File: src/rtl/mdu_seq.sv
`timescale 1ns/1ps
`default_nettype none
// ============================================================================
// Module   : mdu_seq
// Purpose  : Multiply/divide sequencer for the execute stage. Latches the
//            operands, launches the pipelined multiplier or the iterative
//            divider, stalls EX until the result is ready, then issues the
//            HI/LO write. Handles flush-annul, divide-by-zero and timeout.
// Revision : 1.0 - initial release
// ============================================================================
module mdu_seq #(
  parameter int MUL_LAT     = 3,
  parameter int DIV_TIMEOUT = 40
) (
  input  logic        clk,
  input  logic        rst,
  input  logic        op_valid_i,
  input  logic [2:0]  op_i,
  input  logic [31:0] srca_i,
  input  logic [31:0] srcb_i,
  input  logic        flush_i,
  output logic        stall_o,
  output logic        busy_o,
  output logic [31:0] opa_o,
  output logic [31:0] opb_o,
  output logic        mul_start_o,
  output logic        mul_signed_o,
  input  logic [63:0] mul_result_i,
  output logic        div_start_o,
  output logic        div_signed_o,
  output logic        div_annul_o,
  input  logic        div_ready_i,
  input  logic [63:0] div_result_i,
  output logic        hi_we_o,
  output logic        lo_we_o,
  output logic [31:0] hi_o,
  output logic [31:0] lo_o,
  output logic        dz_o,
  output logic        tmo_o
);

  typedef enum logic [1:0] {
    IDLE     = 2'd0,
    MUL_BUSY = 2'd1,
    DIV_BUSY = 2'd2,
    COMMIT   = 2'd3
  } state_e;

  localparam logic [2:0] OP_MULT  = 3'd1;
  localparam logic [2:0] OP_MULTU = 3'd2;
  localparam logic [2:0] OP_DIV   = 3'd3;
  localparam logic [2:0] OP_DIVU  = 3'd4;
  localparam logic [2:0] OP_MTHI  = 3'd5;
  localparam logic [2:0] OP_MTLO  = 3'd6;

  localparam logic [7:0] MUL_LAT_C = 8'(MUL_LAT);
  localparam logic [7:0] DIV_TMO_C = 8'(DIV_TIMEOUT);

  state_e      state_q;
  logic [7:0]  cnt_q;        // MUL_BUSY: cycles left; DIV_BUSY: current cycle index
  logic [31:0] opa_q, opb_q, hi_q, lo_q;
  logic        mul_start_q, mul_signed_q, div_start_q, div_signed_q, dz_q;

  logic idle, issue, accept, is_mul, mthi, mtlo, div_flush, div_tmo;

  // Decode of the EX instruction; nothing issues while reset is held so
  // every output reads 0 during reset regardless of the EX inputs.
  assign idle      = (state_q == IDLE);
  assign issue     = idle & op_valid_i & ~flush_i & rst;
  assign is_mul    = (op_i == OP_MULT) | (op_i == OP_MULTU);
  assign accept    = issue & (is_mul | (op_i == OP_DIV) | (op_i == OP_DIVU));
  assign mthi      = issue & (op_i == OP_MTHI);
  assign mtlo      = issue & (op_i == OP_MTLO);

  // Flush beats a same-cycle ready; ready beats a same-cycle timeout.
  assign div_flush = (state_q == DIV_BUSY) & flush_i;
  assign div_tmo   = (state_q == DIV_BUSY) & ~flush_i & ~div_ready_i &
                     (cnt_q == DIV_TMO_C);

  assign stall_o      = accept | (state_q == MUL_BUSY) | (state_q == DIV_BUSY);
  assign busy_o       = ~idle;
  assign opa_o        = opa_q;
  assign opb_o        = opb_q;
  assign mul_start_o  = mul_start_q;
  assign mul_signed_o = mul_signed_q;
  assign div_start_o  = div_start_q;
  assign div_signed_o = div_signed_q;
  assign div_annul_o  = div_flush | div_tmo;
  assign tmo_o        = div_tmo;
  assign dz_o         = dz_q;
  // MTHI/MTLO write straight through in the same cycle; mul/div write from
  // the result registers during COMMIT.
  assign hi_we_o      = (state_q == COMMIT) | mthi;
  assign lo_we_o      = (state_q == COMMIT) | mtlo;
  assign hi_o         = mthi ? srca_i : hi_q;
  assign lo_o         = mtlo ? srca_i : lo_q;

  // Sequencer FSM with its registered outputs and operation counter.
  always_ff @(posedge clk or negedge rst) begin
    if (!rst) begin
      state_q      <= IDLE;
      cnt_q        <= 8'd0;
      opa_q        <= 32'd0;
      opb_q        <= 32'd0;
      hi_q         <= 32'd0;
      lo_q         <= 32'd0;
      mul_start_q  <= 1'b0;
      mul_signed_q <= 1'b0;
      div_start_q  <= 1'b0;
      div_signed_q <= 1'b0;
      dz_q         <= 1'b0;
    end else begin
      mul_start_q <= 1'b0;
      dz_q        <= 1'b0;
      unique case (state_q)
        IDLE: begin
          if (accept) begin
            opa_q <= srca_i;
            opb_q <= srcb_i;
            if (is_mul) begin
              state_q      <= MUL_BUSY;
              mul_start_q  <= 1'b1;
              mul_signed_q <= (op_i == OP_MULT);
              cnt_q        <= MUL_LAT_C;
            end else if (srcb_i == 32'd0) begin
              // Divide-by-zero: skip the divider and commit fixed results.
              hi_q    <= srca_i;
              lo_q    <= 32'hFFFF_FFFF;
              dz_q    <= 1'b1;
              state_q <= COMMIT;
            end else begin
              state_q      <= DIV_BUSY;
              div_start_q  <= 1'b1;
              div_signed_q <= (op_i == OP_DIV);
              cnt_q        <= 8'd1;
            end
          end
        end
        MUL_BUSY: begin
          if (flush_i) begin
            state_q <= IDLE;
          end else if (cnt_q == 8'd1) begin
            hi_q    <= mul_result_i[63:32];
            lo_q    <= mul_result_i[31:0];
            state_q <= COMMIT;
          end else begin
            cnt_q <= cnt_q - 8'd1;
          end
        end
        DIV_BUSY: begin
          if (flush_i) begin
            state_q     <= IDLE;
            div_start_q <= 1'b0;
          end else if (div_ready_i) begin
            hi_q        <= div_result_i[63:32];
            lo_q        <= div_result_i[31:0];
            state_q     <= COMMIT;
            div_start_q <= 1'b0;
          end else if (cnt_q == DIV_TMO_C) begin
            state_q     <= IDLE;
            div_start_q <= 1'b0;
          end else begin
            cnt_q <= cnt_q + 8'd1;
          end
        end
        COMMIT: begin
          // The write is older than any flush arriving now; it always retires.
          state_q <= IDLE;
        end
        default: state_q <= IDLE;
      endcase
    end
  end

endmodule
`default_nettype wire

File: config.mk
export PLATFORM = sky130hd
export DESIGN_NAME = mdu_seq
export DESIGN_NICKNAME = d
export VERILOG_FILES = /design/src/rtl/mdu_seq.sv
export SDC_FILE = /design/constraint.sdc
export NUM_CORES = 1
export LEC_CHECK = 0
export CAP_MARGIN = 10
export CORE_ASPECT_RATIO = 1.4
export CORE_MARGIN = 4
export CORE_UTILIZATION = 48
export CTS_BUF_LIST = sky130_fd_sc_hd__clkbuf_8
export CTS_CLUSTER_DIAMETER = 40
export CTS_CLUSTER_SIZE = 14
export DETAILED_ROUTE_END_ITERATION = 8
export HOLD_SLACK_MARGIN = 0.15
export PLACE_DENSITY = 0.95
export SYNTH_ARGS = -nofsm -noshare
export SYNTH_HDL_FRONTEND = slang
export SYNTH_SLANG_ARGS = --single-unit
File: constraint.sdc
create_clock -name clk -period 5.4 [get_ports clk]
set_clock_uncertainty 0.1 [all_clocks]
set_input_delay 0.54 -clock clk [delete_from_list [all_inputs] [get_ports clk]]
set_output_delay 0.54 -clock clk [all_outputs]
set_load 0.005 [all_outputs]
==> results.py <==
metrics = {
    "critical_path": {
        "startpoint_type": "input pin",
        "rr_startpoint": "state_q[0]$_DFFE_PN0P_",
        "end_kind": "primary output",
        "critPathKind": "in2out",
        "crit_required_ps": 4760,
        "r2r_cells": 8,
        "crit_arrival_ps": 3040,
        "cp_max_fo": 20,
        "r2r_end": "cnt_q[1]$_DFFE_PN0P_",
        "reg2reg_slack_ps": 2080,
    },
    "yosys": {
        "postSynth.asyncResetShare_pct": 100,
        "synth_commonest_cells": "143 x dfrtp_1, 132 x mux2_2, 60 x mux2_4, 41 x nor2_1, 38 x a21oi_1",
        "synthCells": 672,
        "synth.avg_cell_area_sq_um": 12.1,
        "ys_ff_latch": 143,
        "yosysSeqAreaShare_pct": 44.1,
        "synth.most_common_cell": "dfrtp_1",
        "ys_top_cells_by_area": "dfrtp_1 44%, mux2_2 18%, mux2_4 11%",
        "yosysWarnings": 0,
        "yosys.area.top_type": "dfrtp_1",
        "synth_area_sq_um": 8110,
        "ys.flop_type": "dfrtp_1",
        "synth_edf_count": 0,
        "synth.distinct_cells": 55,
        "synthesis.nets": 881,
        "yosysTopAreaCellShare_pct": 44.1,
    },
    "power": {
        "swShare_pct": 36.5,
        "p_clk_share_pct": 12.1,
        "power_switching_mw": 2.68,
        "seqPwrFrac_pct": 26.9,
        "p_int_mw": 4.66,
        "power_frac_comb_pct": 61.0,
        "ir_worst_vdd_v": 0.000362,
        "p_leak_nw": 5.02,
        "p_per_area_nw_per_um2": 611,
    },
    "layout": {
        "final_cell_area_sq_um": 12000,
        "drive_gt1_share_pct": 25.2,
        "nets": 1193,
        "areaGrowthSynthToFinish_pct": 48.4,
        "n_fill_cell": 1127,
    },
    "drt": {
        "drc": 0,
        "initialDrtViolationCount": 406,
        "vias_per_cell": 5.95,
        "dr.pass1.iters": 5,
        "dr_total_vias": 7150,
        "wl_per_cell_um": 23.3,
        "routed_wl_um": 28000,
        "postRouteAntennaNets": 0,
    },
    "min_path": {
        "min_from": "opb_o[24]$_DFFE_PN0P_",
        "hold_end": "opb_o[24]$_DFFE_PN0P_",
        "min_path_type": "reg2reg",
        "min_path_cells": 1,
    },
    "timing": {
        "max_freq_mhz": 272,
        "finalHoldViolCount": 0,
        "period_minus_slack_ps": 3680,
        "drv_slew": 0,
        "worst_pin_slew_ps": 1150,
        "setup-violations-final": 0,
        "final.setup.tns_ps": 0,
        "fin_crit_sh_pct": 68.2,
        "max_slew_margin_pct": 22.5,
        "rsz0062_at_grt": "false",
    },
    "die": {
        "boundaryPins": 339,
        "start_util_pct": 48.6,
        "row_count": 56,
        "core_area_sq_um": 16700,
        "die_height_um": 162,
        "fp.dieArea_sq_um": 19100,
        "fp.dieW_um": 118,
    },
    "place": {
        "hpwl_um": 20500,
        "io_buffer_count": 338,
        "gp_congestion": 0.935,
        "placed_area_sq_um": 11600,
    },
    "clock_network": {
        "cts_tree": "yes",
        "clk_pin_slew_worst_paths_ps": 80,
        "htree_levels": 4,
        "cts_buffer_depth": 2,
        "cts.sinks": 143,
        "insertion_delay_ps": 430,
        "cts_made_buffers": 17,
        "cts-root-buf": "clkbuf_8",
    },
    "global_routing": {
        "grt_max_degree": 73,
        "grtUsageTotal_pct": 28.6,
        "grt_pass1_vias": 7718,
        "grt_pass1_wl_um": 42800,
        "overflow": 0,
        "antenna_found_initial": 1,
    },
    "status": {
        "status": "finished clean",
    },
    "job": {
        "drv_cap": 0,
    },
}
## worst max path at each step
stage / slack (ps) / depth (start not counted) / end / start
final: 1720 / 7 / lo_o[13] / rst
after global routing: 1630 / 7 / lo_o[13] / rst
after CTS: 1710 / 7 / lo_o[13] / rst
after detailed placement: 1860 / 6 / cnt_q[2]$_DFFE_PN0P_ / srcb_i[25]
after global placement: 1940 / 7 / lo_q[17]$_DFFE_PN0P_ / op_i[0]
after floorplan: 2710 / 6 / lo_o[10] / state_q[0]$_DFFE_PN0P_
## worst max-delay path, cell delays in order
cell and delay, ps:
dlygate4sd3_1 590, buf_6 220, nand4b_1 220, nor3_2 250, buf_4 340, mux2_2 390
clkdlybuf4s50_1 450
## through the flow
stage | worst slack [ps] | std cells | total power [mW] | hold WS, ps | util, %
floorplan | 2710 | 672 | 4.60 | 144 | -
global placement | 1940 | 1166 | 6.25 | 289 | 69.5
detailed placement | 1860 | 1166 | 6.42 | 289 | 69.5
CTS | 1710 | 1199 | 7.36 | 411 | 72.0
global route | 1630 | 1201 | 7.76 | 422 | 72.1
finish | 1720 | 1201 | 7.35 | 410 | 72.1
## routing by layer
metal  up-vias  share of wire [%]  GRT usage, %
li1       3157                  -             -
met1      3521                 37          32.8
met2       394                 51          50.8
met3        78                7.6          7.00
met4         0                4.2          12.4
met5         -                  0             0
## flip-flops by register name, summed over array words and instances (netlist names)
signal / flops
opb_o: 32
lo_q: 32
state_q: 2
cnt_q: 8
mul_signed_o: 1
mul_start_o: 1
div_start_o: 1
hi_q: 32
dz_o: 1
div_signed_o: 1
opa_o: 32
## cells in the final DEF (no fill, tap or decap), types with 4 or more instances in the layout
master and n:
a21oi_1 38, a221o_1 32, a22oi_1 34, a31oi_1 4, buf_4 12, clkbuf_8 17, clkdlybuf4s50_1 337, clkinvlp_4 4
dfrtp_1 143, ha_1 6, inv_1 10, inv_8 4, mux2_2 132, mux2_4 60, nand2_1 13, nand2b_1 4
nor2_1 41, nor4_1 12, o21ai_0 16, o31ai_1 4, xor2_1 4
## power groups by stage
stage / Sequential [mW] / Clock (mW) / Combinational [mW]
final: 1.97 / 0.889 / 4.48
after global routing: 2.02 / 0.955 / 4.78
after global placement: 1.94 / 0 / 4.30
after CTS: 1.96 / 0.912 / 4.49
after detailed placement: 1.97 / 0 / 4.45
after floorplan: 1.88 / 0 / 2.72
## cells by family after synthesis
| group | Yosys count | synth area share [%] |
|---|---|---|
| AOI/OAI and AO/OA | 153 | 14.2 |
| and+or+nand+nor | 99 | 6.13 |
| adders and majority gates | 9 | 1.39 |
| muxes | 193 | 29.6 |
| DFF | 143 | 44.1 |
| buffers and inverters | 70 | 3.98 |
| xor gates and xnor gates | 5 | 0.540 |
## timing repair
action                                  CTS  global route
buffers inserted                          0             0
endpoints found under the setup margin    0             0
hold buffers                              1             0
hold endpoints to repair                 15             0
gates resized for setup                   0             0
## layout make-up
class                           count  area [sq um]  share of cell area (%)
Clock buffer                       17           234                    1.95
Sequential cell                   143          3580                    29.8
Multi-Input combinational cell    459          4240                    35.2
Inverter                           11          41.3                   0.343
Clock inverter                     15           175                    1.46
Tap cell                          203           254                    2.11
Antenna cell                        1          2.50                  0.0208
Timing Repair Buffer              352          3500                    29.1
(Power assumes the default switching activity.)
